File: src/rtl/adc_dout_capture.sv
// adc_dout_capture: receive side of the touch-panel ADC serial link.
// Deserialises the Y and X 12-bit results of each frame from ADC_DOUT, using the shared
// COUNT/ENABLE frame counter for timing. It publishes the pair atomically with a one-CLK
// DATA_VALID pulse, unless the pen was lifted at any point during capture.
module adc_dout_capture #(
  parameter int unsigned Y_FIRST = 19,
  parameter int unsigned X_FIRST = 51,
  parameter int unsigned NBITS   = 12
) (
  input  logic             CLK,
  input  logic             RST_n,
  input  logic             ENABLE,
  input  logic [6:0]       COUNT,
  input  logic             ADC_DOUT,
  input  logic             PENIRQ_n,
  output logic [NBITS-1:0] Y_COORD,
  output logic [NBITS-1:0] X_COORD,
  output logic             DATA_VALID,
  output logic             PEN_DOWN
);

  localparam int unsigned CntW = $clog2(NBITS + 1);

  typedef enum logic [2:0] {
    StIdle,
    StCapY,
    StWaitX,
    StCapX,
    StPublish
  } state_e;

  state_e           state_q, state_d;
  logic [NBITS-1:0] shift_q, shift_d;
  logic [CntW-1:0]  bit_cnt_q, bit_cnt_d;
  logic [NBITS-1:0] y_hold_q, y_hold_d;
  logic             pen_lost_q, pen_lost_d;
  logic [NBITS-1:0] y_coord_q, y_coord_d;
  logic [NBITS-1:0] x_coord_q, x_coord_d;
  logic             data_valid_q, data_valid_d;
  logic             penirq_meta_q, penirq_sync_q;

  logic             frame_start;
  logic             last_bit;
  logic             y_sample;
  logic             x_sample;
  logic             x_first;
  logic [NBITS-1:0] shift_in;
  logic [6:0]       bit_offset;

  // Pen interrupt synchroniser; resets to "pen up" so PEN_DOWN starts low.
  always_ff @(posedge CLK or negedge RST_n) begin
    if (!RST_n) begin
      penirq_meta_q <= 1'b1;
      penirq_sync_q <= 1'b1;
    end else begin
      penirq_meta_q <= PENIRQ_n;
      penirq_sync_q <= penirq_meta_q;
    end
  end

  assign PEN_DOWN = ~penirq_sync_q;

  // Sample points: window start + 2 * bits already taken.
  always_comb begin
    bit_offset  = 7'({bit_cnt_q, 1'b0});
    frame_start = ENABLE && (COUNT == 7'd0);
    last_bit    = (bit_cnt_q == CntW'(NBITS - 1));
    y_sample    = ENABLE && (COUNT == 7'(Y_FIRST) + bit_offset);
    x_sample    = ENABLE && (COUNT == 7'(X_FIRST) + bit_offset);
    x_first     = ENABLE && (COUNT == 7'(X_FIRST));
    shift_in    = {shift_q[NBITS-2:0], ADC_DOUT};
  end

  // Next-state and datapath: capture Y, hold it, capture X, then publish both together.
  always_comb begin
    state_d      = state_q;
    shift_d      = shift_q;
    bit_cnt_d    = bit_cnt_q;
    y_hold_d     = y_hold_q;
    pen_lost_d   = pen_lost_q;
    y_coord_d    = y_coord_q;
    x_coord_d    = x_coord_q;
    data_valid_d = 1'b0;

    if (frame_start && (state_q != StPublish)) begin
      // New frame start; from a capture state this discards the partial frame.
      state_d    = StCapY;
      shift_d    = '0;
      bit_cnt_d  = '0;
      pen_lost_d = 1'b0;
    end else begin
      if ((state_q == StCapY || state_q == StWaitX || state_q == StCapX) && penirq_sync_q) begin
        pen_lost_d = 1'b1;
      end
      unique case (state_q)
        StIdle: ;
        StCapY: begin
          if (y_sample) begin
            if (last_bit) begin
              y_hold_d  = shift_in;
              shift_d   = '0;
              bit_cnt_d = '0;
              state_d   = StWaitX;
            end else begin
              shift_d   = shift_in;
              bit_cnt_d = bit_cnt_q + CntW'(1);
            end
          end
        end
        StWaitX: begin
          // The transition cycle also takes the X MSB.
          if (x_first) begin
            shift_d   = shift_in;
            bit_cnt_d = CntW'(1);
            state_d   = StCapX;
          end
        end
        StCapX: begin
          if (x_sample) begin
            shift_d = shift_in;
            if (last_bit) begin
              bit_cnt_d = '0;
              state_d   = StPublish;
            end else begin
              bit_cnt_d = bit_cnt_q + CntW'(1);
            end
          end
        end
        StPublish: begin
          if (!pen_lost_q) begin
            y_coord_d    = y_hold_q;
            x_coord_d    = shift_q;
            data_valid_d = 1'b1;
          end
          state_d = StIdle;
        end
        default: state_d = StIdle;
      endcase
    end
  end

  // State and output registers.
  always_ff @(posedge CLK or negedge RST_n) begin
    if (!RST_n) begin
      state_q      <= StIdle;
      shift_q      <= '0;
      bit_cnt_q    <= '0;
      y_hold_q     <= '0;
      pen_lost_q   <= 1'b0;
      y_coord_q    <= '0;
      x_coord_q    <= '0;
      data_valid_q <= 1'b0;
    end else begin
      state_q      <= state_d;
      shift_q      <= shift_d;
      bit_cnt_q    <= bit_cnt_d;
      y_hold_q     <= y_hold_d;
      pen_lost_q   <= pen_lost_d;
      y_coord_q    <= y_coord_d;
      x_coord_q    <= x_coord_d;
      data_valid_q <= data_valid_d;
    end
  end

  assign Y_COORD    = y_coord_q;
  assign X_COORD    = x_coord_q;
  assign DATA_VALID = data_valid_q;

endmodule

File: config.mk
export PLATFORM = sky130hd
export DESIGN_NAME = adc_dout_capture
export DESIGN_NICKNAME = d
export VERILOG_FILES = /design/src/rtl/adc_dout_capture.sv
export SDC_FILE = /design/constraint.sdc
export NUM_CORES = 1
export LEC_CHECK = 0
export ABC_AREA = 1
export CAP_MARGIN = 25
export CORE_AREA = 3 3 82 84
export CTS_CLUSTER_SIZE = 10
export DETAILED_ROUTE_END_ITERATION = 7
export DIE_AREA = 0 0 85 87
export HOLD_SLACK_MARGIN = 0.15
export PLACE_DENSITY = 0.73
export SLEW_MARGIN = 20
export SYNTH_ARGS = -nofsm -noshare
export SYNTH_HDL_FRONTEND = slang
export SYNTH_SLANG_ARGS = --single-unit
File: constraint.sdc
create_clock -name CLK -period 1.7 [get_ports CLK]
set_input_delay 0.34 -clock CLK [delete_from_list [all_inputs] [get_ports CLK]]
set_output_delay 0.34 -clock CLK [all_outputs]
set_load 0.05 [all_outputs]
==> run_results.csv <==
group,metric,value,unit
grt,antenna_found_initial,0,
drt,viasPerCell,5.10,
flow_run,maximum_capacitance_violations,0,
timing,setup_slack,-0.0603,ns
grt,globalRoute.totalOverflow,0,
grt,grt_pass1_wl,11.2,mm
logic_synthesis,mappedNetlistArea,0.00291,mm2
status,violations_in_the_final_reports,"setup timing",
clock_network,clock_tree.htree_level_count,3,
drt,postRouteWirelength,6.77,mm
clock_network,cts_made_buffers,9,
timing,fmax,0.568,GHz
setup_path,critPathBufInv,1,
timing,timing.clock.skew,0.00863,ns
clock_network,clkTransAtPathRegs,0.07,ns
timing,whs,0.357,ns
timing,setup_violations,16,
logic_synthesis,number_of_flip_flops_and_latches_in_the_synthesized_netlist,59,
logic_synthesis,synth_area_per_inst,8.05,um2
clock_network,clockRootBuffer,"clkbuf_8",
worst_hold_path,holdCritPathClass,"reg -> reg",
cells_and_area,layout.cells.most_common,"nand2_1",
cells_and_area,design.final.nets,444,
die,floorplan.rows,28,
placement,place_congestion,0.810,
die,dieArea,0.00740,mm2
pwr,ir_worst_vdd,0.636,mV
die,die_h,87,um
placement,dp_slack,-0.376,ns
timing,hold_viol,0,
cells_and_area,layout.cells.most_common_list,"nand2_1, dfrtp_1, buf_4, inv_1, nand3_1",
pwr,total_leakage_power,2.11,nW
cells_and_area,diodes,0,
cells_and_area,n_fill_cell,499,
placement,dp.final_hpwl,4.58,mm
setup_path,worstSetupPathType,"reg -> reg",
setup_path,critical_path.slowest_cell,"dfrtp_1",
clock_network,cts_tree,"done",
setup_path,timing.critical_path.fanout_max,6,
timing,fin_crit,1.76,ns
cells_and_area,synthToLayoutAreaGrowth,34.4,%
setup_path,crit_path_from,"bit_cnt_q[0]",
setup_path,timing.critical_path.max_delay_family,"simple AND/OR/NAND/NOR gates",
grt,gr-usage-all-layers,19.1,%
logic_synthesis,mappedNetlistNets,374,
setup_path,arrival,2.03,ns
worst_hold_path,holdCritStartpoint,"penirq_meta_q",
timing,slew_viol_final,0,
timing,tightest_slew,0.506,ns
grt,via_count_of_the_first_global_routing_pass,2549,
die,floorplan.io_pins,38,
drt,route.antenna.remaining_nets,0,
setup_path,origin_of_the_critical_flop_to_flop_path,"bit_cnt_q[0]",
cells_and_area,multiInputGateArea,0.00127,mm2
clock_network,clock_path_buffers,2,
drt,drt_first_iter_violations,108,
logic_synthesis,synthesis.yosys.warnings,0,
placement,place.detailed.instances,489,
timing,rsz0062_at_grt,"yes",
die,initial_core_util,48.5,%
timing,finalCritPeriodShare,104,%
pwr,power_per_cell_area,850,mW/mm2
clock_network,tritoncts_num_sinks,59,
setup_path,critPathCaptureType,"register",
status,run_status,"finished, violations left",
drt,wl_per_cell,13.3,um
grt,pin_count_of_the_biggest_net_entering_global_routing,35,
logic_synthesis,syn-instance-count,361,
logic_synthesis,seq_area_frac_synth,50.9,%
die,core,0.00599,mm2
cells_and_area,stdcell_count,511,
timing,slew-limit-headroom,66.2,%
drt,drt_pass1_iterations,4,
cells_and_area,final-seq-area,0.00148,mm2
die,fp.dieW,85,um
clock_network,clkLatencyLatePin,0.34,ns
setup_path,crit_path_start_kind,"register",
logic_synthesis,ys_types,27,
setup_path,slowest_cell_delay_on_critical_path,0.41,ns
drt,route.detailed.drc,0,
setup_path,cp_data_required_time,1.97,ns
drt,detailroute.via_count,2605,
cells_and_area,layout-drive-gt1-share,29.8,%
placement,io_buffers,37,
setup_path,critical_path.cell_chain,"ha_4, a21boi_2, nand3_2, nor2_4, nand3_4, nand2_8, buf_4, nand4_1, nand2_2",
==> layout make-up <==
class                      instances  share of cell area (%)
sequential                        59                    37.9
multi-input combinational        237                    32.4
timing repair buffer              71                    15.0
inverter                          53                    5.29
clock buffer                      10                    3.52
clock inverter                     6                    3.49
tap                               75                    2.40
==> sequential cells by signal, summed over array words and instances, names as in the netlist <==
signal / count
penirq_meta_q: 1
state_q: 3
shift_q: 12
penirq_sync_q: 1
bit_cnt_q: 4
Y_COORD: 12
DATA_VALID: 1
y_hold_q: 12
pen_lost_q: 1
X_COORD: 12
==> final timing paths <==
path	endpoint	slack, ns	cells after the start
worst max register to register	shift_q[5]	-0.06	9
worst min-delay path	penirq_sync_q	0.36	0
max in group asynchronous	penirq_sync_q	0.72	3
worst min register to register	penirq_sync_q	0.36	0
worst max-delay path	shift_q[5]	-0.06	9
min in group asynchronous	X_COORD[11]	0.43	2
==> per-layer routing <==
| metal | part of all wire (%) | vias up | GRT usage, % |
|---|---|---|---|
| met5 | 0 | - | 0 |
| met4 | 1.5 | 0 | 9.06 |
| met3 | 6.1 | 9 | 5.39 |
| met2 | 52 | 92 | 33.0 |
| met1 | 40 | 1222 | 22.0 |
| li1 | - | 1282 | - |
==> worst reg2reg max path: cells and delay by family (launching register included) <==
kind	cells	cell delay (ns)
AND/OR/NAND/NOR	6	0.76
flip-flops	1	0.41
adder cells (fa/ha/maj)	1	0.26
buffers and inverters	1	0.15
AO/OA/AOI/OAI	1	0.12
==> where the power goes <==
part / switching, W / internal (W) / total [W]
registers: 0.00000791 / 0.00141 / 0.00142
logic: 0.0000946 / 0.0000769 / 0.000172
clock network: 0.000559 / 0.00116 / 0.00172
total: 0.000662 / 0.00266 / 0.00332
==> cells in the mapped netlist, drive strengths merged <==
| master | n | share of area, % |
|---|---|---|
| o21ai | 25 | 4.3 |
| or2 | 1 | 0.22 |
| nor2 | 13 | 2.6 |
| nor3 | 7 | 1.6 |
| a21oi | 1 | 0.17 |
| inv | 53 | 7.0 |
| nand4 | 21 | 4.5 |
| a21boi | 1 | 0.26 |
| nand2 | 136 | 18 |
| clkbuf | 4 | 0.52 |
| dfrtp | 57 | 49 |
| ha | 1 | 0.43 |
| buf | 10 | 3.3 |
| nand3 | 29 | 5.8 |
| dfstp | 2 | 1.8 |
==> timing repair <==
| action | in CTS | in global routing |
|---|---|---|
| hold endpoints to repair | 9 | 0 |
| setup endpoints to repair | 30 | 31 |
| buffers inserted | 0 | 2 |
| resized for setup | 14 | 24 |
| hold buffers | 1 | 0 |
| pin swaps | 6 | 14 |
| cloned | 2 | 1 |
==> per-stage QoR <==
stage / total power (W) / util [%] / cell area (um2) / TNS (ns)
floorplan: 0.00151 / - / 2930 / 0
global placement: 0.00160 / 57.5 / 3450 / -8.87
detailed placement: 0.00161 / 57.5 / 3450 / -10.09
CTS: 0.00334 / 63.7 / 3820 / -0.368
global route: 0.00343 / 65.2 / 3910 / -2.85
finish: 0.00332 / 65.2 / 3910 / -0.380
==> logic make-up after synthesis <==
| family | share of synthesized area, % |
|---|---|
| buffers and inverters | 10.9 |
| AOI/OAI and AO/OA | 4.74 |
| adders and majority gates | 0.431 |
| DFF | 50.9 |
| and+or+nand+nor | 33.1 |
Note: power is estimated with default switching activity, not from simulation.
